**config.mk**
```make
export PLATFORM = sky130hd
export DESIGN_NAME = neuron_scheduler
export DESIGN_NICKNAME = d
export VERILOG_FILES = /design/src/rtl/neuron_scheduler.sv
export SDC_FILE = /design/constraint.sdc
export NUM_CORES = 1
export LEC_CHECK = 0
export ABC_AREA = 0
export BUFFER_PORTS_ARGS = -buffer_cell sky130_fd_sc_hd__buf_2
export CORE_UTILIZATION = 54
export CTS_CLUSTER_DIAMETER = 200
export DETAILED_ROUTE_END_ITERATION = 7
export GPL_TIMING_DRIVEN = 0
export PLACE_DENSITY = 0.79
export SKIP_CTS_REPAIR_TIMING = 1
export SYNTH_ARGS = -nofsm -noshare
export SYNTH_HDL_FRONTEND = slang
export SYNTH_SLANG_ARGS = --single-unit
```
**constraint.sdc**
```tcl
create_clock -name i_clk -period 2.8 [get_ports i_clk]
set_clock_uncertainty 0.15 [all_clocks]
set_input_delay 0.42 -clock i_clk [delete_from_list [all_inputs] [get_ports i_clk]]
set_output_delay 0.42 -clock i_clk [all_outputs]
set_load 0.005 [all_outputs]
```
**src/rtl/neuron_scheduler.sv**
```systemverilog
// Layer sequencer for the shared MAC/summation datapath: clear, stream addresses, sum, write back.
// Optional sum watchdog enabled by defining SCHED_TIMEOUT_EN.
module neuron_scheduler #(
  parameter int unsigned NEUR_W  = 4,
  parameter int unsigned INPUT_W = 4,
  parameter int unsigned TIMEOUT = 64
) (
  input  logic                        i_clk,
  input  logic                        i_rst_n,
  input  logic                        i_start,
  input  logic [1:0]                  i_layer,
  input  logic [NEUR_W:0]             i_n_neurons,
  input  logic [INPUT_W:0]            i_n_inputs,
  input  logic                        i_sum_done,
  output logic [2+NEUR_W+INPUT_W-1:0] o_w_addr,
  output logic [2+INPUT_W-1:0]        o_x_addr,
  output logic                        o_mac_clr,
  output logic                        o_mac_en,
  output logic                        o_sum_trigger,
  output logic                        o_act_we,
  output logic [2+NEUR_W-1:0]         o_act_addr,
  output logic                        o_busy,
  output logic                        o_done,
  output logic                        o_err
);

  typedef enum logic [2:0] {
    StIdle, StClear, StMac, StFlush, StSum, StWaitSum, StWrite, StDone
  } state_e;

  state_e                      r_state;
  logic [1:0]                  r_layer;
  logic [NEUR_W:0]             r_n_neurons;
  logic [INPUT_W:0]            r_n_inputs;
  logic [NEUR_W-1:0]           r_neur_idx;
  logic [INPUT_W-1:0]          r_in_idx;
  logic [2+NEUR_W+INPUT_W-1:0] r_w_addr;
  logic [2+INPUT_W-1:0]        r_x_addr;
  logic [2+NEUR_W-1:0]         r_act_addr;
  logic                        r_mac_clr;
  logic                        r_mac_pipe;
  logic                        r_mac_en;
  logic                        r_sum_trigger;
  logic                        r_act_we;
  logic                        r_busy;
  logic                        r_done;
  logic                        w_last_in;
  logic                        w_last_neur;

`ifdef SCHED_TIMEOUT_EN
  localparam int unsigned WdW = $clog2(TIMEOUT + 1);
  logic [WdW-1:0] r_wd;
  logic           r_timeout;
  logic           r_err;
  assign o_err = r_err;
`else
  logic w_unused_timeout;
  assign w_unused_timeout = |TIMEOUT;
  assign o_err = 1'b0;
`endif

  // Compare in the wider count domain so a full 2^W count never wraps the index.
  assign w_last_in   = ({1'b0, r_in_idx} == r_n_inputs - (INPUT_W+1)'(1));
  assign w_last_neur = ({1'b0, r_neur_idx} == r_n_neurons - (NEUR_W+1)'(1));

  always_ff @(posedge i_clk or negedge i_rst_n) begin
    if (!i_rst_n) begin
      r_state       <= StIdle;
      r_layer       <= '0;
      r_n_neurons   <= '0;
      r_n_inputs    <= '0;
      r_neur_idx    <= '0;
      r_in_idx      <= '0;
      r_w_addr      <= '0;
      r_x_addr      <= '0;
      r_act_addr    <= '0;
      r_mac_clr     <= 1'b0;
      r_mac_pipe    <= 1'b0;
      r_mac_en      <= 1'b0;
      r_sum_trigger <= 1'b0;
      r_act_we      <= 1'b0;
      r_busy        <= 1'b0;
      r_done        <= 1'b0;
`ifdef SCHED_TIMEOUT_EN
      r_wd          <= '0;
      r_timeout     <= 1'b0;
      r_err         <= 1'b0;
`endif
    end else begin
      r_mac_clr     <= 1'b0;
      r_mac_pipe    <= 1'b0;
      r_mac_en      <= r_mac_pipe;  // RAM data arrives one cycle after its address
      r_sum_trigger <= 1'b0;
      r_act_we      <= 1'b0;
      r_done        <= 1'b0;
      unique case (r_state)
        StIdle: begin
          if (i_start) begin
            r_layer     <= i_layer;
            r_n_neurons <= i_n_neurons;
            r_n_inputs  <= i_n_inputs;
            r_neur_idx  <= '0;
            r_busy      <= 1'b1;
`ifdef SCHED_TIMEOUT_EN
            r_timeout   <= 1'b0;
            r_err       <= 1'b0;
`endif
            r_state     <= (i_n_neurons == '0 || i_n_inputs == '0) ? StDone : StClear;
          end
        end
        StClear: begin
          r_mac_clr <= 1'b1;
          r_in_idx  <= '0;
          r_state   <= StMac;
        end
        StMac: begin
          r_w_addr   <= {r_layer, r_neur_idx, r_in_idx};
          r_x_addr   <= {r_layer, r_in_idx};
          r_mac_pipe <= 1'b1;
          if (w_last_in) begin
            r_state <= StFlush;
          end else begin
            r_in_idx <= r_in_idx + INPUT_W'(1);
          end
        end
        StFlush: r_state <= StSum;
        StSum: begin
          r_sum_trigger <= 1'b1;
`ifdef SCHED_TIMEOUT_EN
          r_wd          <= '0;
`endif
          r_state       <= StWaitSum;
        end
        StWaitSum: begin
          if (i_sum_done) begin
            r_state <= StWrite;
          end
`ifdef SCHED_TIMEOUT_EN
          else if (r_wd == WdW'(TIMEOUT - 1)) begin
            r_timeout <= 1'b1;
            r_state   <= StDone;
          end else begin
            r_wd <= r_wd + WdW'(1);
          end
`endif
        end
        StWrite: begin
          r_act_we   <= 1'b1;
          r_act_addr <= {r_layer, r_neur_idx};
          if (w_last_neur) begin
            r_state <= StDone;
          end else begin
            r_neur_idx <= r_neur_idx + NEUR_W'(1);
            r_state    <= StClear;
          end
        end
        StDone: begin
          r_done  <= 1'b1;
          r_busy  <= 1'b0;
`ifdef SCHED_TIMEOUT_EN
          r_err   <= r_timeout;
`endif
          r_state <= StIdle;
        end
        default: r_state <= StIdle;
      endcase
    end
  end

  assign o_w_addr      = r_w_addr;
  assign o_x_addr      = r_x_addr;
  assign o_mac_clr     = r_mac_clr;
  assign o_mac_en      = r_mac_en;
  assign o_sum_trigger = r_sum_trigger;
  assign o_act_we      = r_act_we;
  assign o_act_addr    = r_act_addr;
  assign o_busy        = r_busy;
  assign o_done        = r_done;

endmodule
```
Word-level counts from Yosys, hierarchy flattened
Cells that the tools add are included.
{ "op_classes": {"n_mux": 18, "n_addsub": 4, "n_eq_ne": 14, "reduce_logical": 12} }
{ "op_table": {"columns": ["cell", "count"], "rows": [
  ["$pmux 3 s8", 1],
  ["$pmux 4 s2", 2],
  ["$mux 3", 5],
  ["$eq 3x3->1 const B", 4],
  ["$mux 4", 3],
  ["$eq 4x5->1", 2],
  ["$logic_not 5->1", 2],
  ["$ne 2x2->1 const B", 5],
  ["$sub 5x1->5 const B", 2],
  ["$add 4x1->4 const B", 2],
  ["$eq 3x2->1 const B", 2],
  ["$mux 1", 6],
  ["$reduce_and 2->1", 3],
  ["$reduce_and 3->1", 2],
  ["$reduce_bool 2->1", 3],
  ["$eq 3x1->1 const B", 1],
  ["$logic_not 3->1", 1],
  ["$pmux 1 s2", 1],
  ["$logic_or 1x1->1", 1]
]} }
{ "totals": {"reg_bits": 52, "output_inout_bits": 29, "wordCells": 64} }

Longest topological paths before layout
{ "logic_depth": {"depth_word": 5, "depth_mapped": 7} }

Worst setup path after synthesis
OpenSTA, ideal clock, no wires.
{ "synth_path": {"kind": "register to register", "from": "register r_n_neurons[0]", "to": "register r_state[2]", "path_buffers": 0, "arrival_time_ps": 1778, "t_required_ps": 2562, "path_stages_with_launch": 8, "synth_period_minus_slack_ps": 2016, "slack_ps": 784, "path_cell_list": "dfrtp_1 > inv_1 > ha_1 > o21ba_1 > a221oi_2 > o2111ai_2 > or3_1 > a211oi_2"} }
{ "synth_between": {"elab_chain_cells": 4} }
{ "synth_rtl": {"columns": ["element", "line", "source"], "rows": [
  ["start: declaration", "33", "logic [NEUR_W:0] r_n_neurons;"],
  ["start signal: assignment", "100", "r_n_neurons <= i_n_neurons;"],
  ["$sub 5x1->5", "64", "assign w_last_neur = ({1'b0, r_neur_idx} == r_n_neurons - (NEUR_W+1)'(1));"],
  ["$eq 4x5->1", "64", null],
  ["$mux 3", "150", "if (w_last_neur) begin"],
  ["$pmux 3 s8", "96", "unique case (r_state)"],
  ["end signal: assignment", "68", "r_state <= StIdle;"],
  ["end signal: assignment", "151", "r_state <= StDone;"],
  ["end signal: assignment", "154", "r_state <= StClear;"],
  ["end: declaration", "31", "state_e r_state;"]
]} }
No other way between the ends.
A chain may end at the register's enable or synchronous reset.

Worst setup path in the final report
Same ends and word-level chain as after synthesis.

==> flow_metrics.tcl <==
set metrics [dict create \
    synth_top_cell_by_area "dfrtp_1" \
    met2_wirelength_mm 1.74 \
    critPathTopFamily "compound AO/OA/AOI/OAI gates" \
    clk_transition_reported_paths_ns 0.08 \
    detailroute.wirelength.met3_um 197 \
    maxCapViolCount 0 \
    hold_class "input pin to async pin" \
    synth-main-ff-cell "dfrtp_1" \
    status "finished clean" \
    ys_async_sr_fraction 1.00 \
    irDropWorstVdd_v 0.000430 \
    crit_path_start_kind "register" \
    grt.overflow.total 0 \
    floorplan.io_pins 45 \
    critPathArrivalTime_ns 2.30 \
    drcViolationCount 0 \
    worstMarginPinSlew_ns 0.995 \
    setup_repair_after_global_routing_missed_its_margin "false" \
    reg2reg_setup_slack_ns 0.56 \
    floorplan.die_area_um2 4240 \
    switching_share_of_total_power 0.347 \
    pwr-share-seq 0.419 \
    yosys_register_bits 46 \
    dr_total_vias 1555 \
    switchingPower_w 0.000880 \
    fp.coreArea_um2 3740 \
    final.min_clock_period_ns 2.24 \
    required_time_at_the_worst_slack_endpoint_ns 2.86 \
    setup_tns_ns 0 \
    worstRegToRegCells 7 \
    start_util 0.575 \
    reg2reg_to "r_state[2]$_DFFE_PN0P_" \
    worstPathCellList "inv_1 -> ha_1 -> o21ba_1 -> a221oi_2 -> o2111ai_2 -> or3_1 -> a211oi_2" \
    power.combinational.fraction 0.392 \
    worst_stage_delay_on_the_critical_path_ns 0.38 \
    post_route_cells_drive_above_1_share 0.343 \
    synth.distinct_cells 40 \
    final_min_period_over_clock_period 0.800 \
    power-per-cell-area_nw_per_um2 1000 \
    drt-pass1-iter-count 4 \
    place.gp.congestion 0.780 \
    grt_start_max_net_pins 47 \
    highest-signal-layer "met4" \
    post-synth-top-area-fraction 0.535 \
    timing.setup.critical_path_class "register to register" \
    final_net_count 267 \
    hold_viol_final 0 \
    ant_nets 0 \
    die_width_um 65.1 \
    synth_fp_nets 217 \
    netlist_top_cells_count "46 x dfrtp_1, 38 x nand2_1, 16 x mux2_2, 10 x inv_1, 9 x nor2_1" \
    fill_cells 322 \
    via_per_inst 5.25 \
    synthCells 197 \
    synth_area_um2 2150 \
    antenna_violations_before_repair 0 \
    rr_startpoint "r_n_neurons[0]$_DFFE_PN0P_" \
    internal-power_w 0.00166 \
    fp-row-count 22 \
    detail_route.wl_per_cell_um 12.9 \
    fp.dieH_um 65.1 \
    flow.area_growth_from_synthesis_pct 17.9 \
    route.layer.met1.wl_mm 1.82 \
    detail_route.wirelength_mm 3.81 \
    critPathSlowestCell "dfrtp_1" \
    maxClockFrequency_ghz 0.447 \
    buffer_ports.inserted 43 \
    synth_most_common_cell "dfrtp_1" \
    clock_tree.root_cell "clkbuf_8" \
    synth.yosys.seq_area_share 0.535 \
    cp-end-kind "register" \
    grt_first_pass_wirelength_mm 6.48 \
    tritoncts.num_buffers 5 \
    gr-usage-all-layers 0.204 \
    total_leakage_power_nw 1.33 \
    dominant_cells_by_area_after_synthesis "dfrtp_1 54%, mux2_2 8.4%, nand2_1 6.6%, xnor2_1 2.9%, mux2i_1 2.8%" \
    n_antenna_cell 0 \
    clock_sinks 46 \
    final-max-slew-violation-count 0 \
    drt_iter0_drc 102 \
    place.detailed.hpwl_mm 2.70 \
    clock_insertion_delay_worst_skew_ns 0.30 \
    ys_warn_count 0 \
    finalSetupViolCount 0 \
    critical_path_peak_fanout 6 \
    total_buffers_and_inverters_traversed_by_the_critical_path 1 \
    clock_power_share 0.189 \
    synth-edff-count 0 \
    cts_tree "built" \
    fin_util 0.677 \
    clock_tree.htree_level_count 2 \
    first_global_vias 1423 \
    maxSlewHeadroom 0.337 \
    clockBufferDepth 2 \
    synth.avg_cell_area_um2 10.9 \
]
-- per-layer routing --
layer  vias to the layer above  track usage
li1                        764            -
met1                       740        0.275
met2                        45        0.318
met3                         6       0.0608
met4                         0       0.0652
met5                         -            0
-- flip-flops by register name, summed over array words and instances, names as in the netlist, 2 cells and up --
name	flops
r_n_neurons	5
r_in_idx	4
r_neur_idx	4
o_act_addr	6
r_layer	2
r_n_inputs	5
o_w_addr	10
r_state	3
-- final cells by class --
cell class                      count  area, um2  share of cell area
Tap cell                           48       60.1              0.0237
Multi-Input combinational cell    126        870               0.343
Buffer                             14       88.8              0.0350
Clock inverter                      3       40.0              0.0158
Timing Repair Buffer               43        215              0.0849
Sequential cell                    46       1150               0.454
Clock buffer                        5       68.8              0.0271
Inverter                           11       41.3              0.0163
-- kinds of logic (layout without fill, tap and decap cells) --
family | after synthesis | count (layout) | share of synthesized area
adder cells (fa/ha/maj) | 4 | 4 | 0.0233
AO/OA/AOI/OAI | 21 | 21 | 0.0803
other | 1 | 1 | 0.00174
buffers and inverters | 25 | 76 | 0.0605
XOR/XNOR | 12 | 12 | 0.0489
multiplexers | 22 | 22 | 0.112
AND/OR/NAND/NOR | 66 | 66 | 0.138
flip-flops | 46 | 46 | 0.535
-- worst max-delay path by stage --
stage / depth (start not counted) / start / slack (ns) / endpoint
after floorplan: 7 / r_n_neurons[0]$_DFFE_PN0P_ / 0.78 / r_state[2]$_DFFE_PN0P_
after global placement: 7 / r_n_neurons[0]$_DFFE_PN0P_ / 0.63 / r_state[2]$_DFFE_PN0P_
after detailed placement: 7 / r_n_neurons[0]$_DFFE_PN0P_ / 0.59 / r_state[2]$_DFFE_PN0P_
after CTS: 7 / r_n_neurons[0]$_DFFE_PN0P_ / 0.56 / r_state[2]$_DFFE_PN0P_
after global routing: 7 / r_n_neurons[0]$_DFFE_PN0P_ / 0.45 / r_state[2]$_DFFE_PN0P_
final: 7 / r_n_neurons[0]$_DFFE_PN0P_ / 0.56 / r_state[2]$_DFFE_PN0P_
-- worst reg2reg max path, cell delays in order (launching register included) --
cell	delay, ns
dfrtp_1	0.38
inv_1	0.07
ha_1	0.25
o21ba_1	0.21
a221oi_2	0.31
o2111ai_2	0.22
or3_1	0.38
a211oi_2	0.19
-- power groups by stage --
stage               Clock [W]  Combinational (W)  Sequential, W
global placement            0           0.000965        0.00107
floorplan                   0           0.000716        0.00106
global route         0.000526            0.00112        0.00110
detailed placement          0           0.000993        0.00108
finish               0.000479           0.000993        0.00106
CTS                  0.000494            0.00100        0.00107
-- placed cells by master, fill, tap and decap left out, drive strengths merged, types with 2 or more instances in the layout --
cell type / instances
mux2: 16
clkbuf: 9
and3: 2
inv: 10
nor3b: 2
o21ai: 8
mux2i: 6
xnor2: 7
nor3: 5
or4: 2
xor2: 5
nand3: 2
nand2: 38
clkinv: 3
ha: 4
nor2: 9
buf: 53
dfrtp: 46
-- stage by stage --
step	total power, W	cell area (um2)	std cells	worst slack [ns]	hold slack (ns)
after global routing	0.00275	2530	296	0.447	0.173
after global placement	0.00203	2430	288	0.628	0.181
after floorplan	0.00178	2150	197	0.784	-0.0256
after detailed placement	0.00207	2430	288	0.586	0.186
final	0.00254	2530	296	0.561	0.130
after CTS	0.00256	2530	296	0.561	0.154
(Power assumes the default switching activity.)
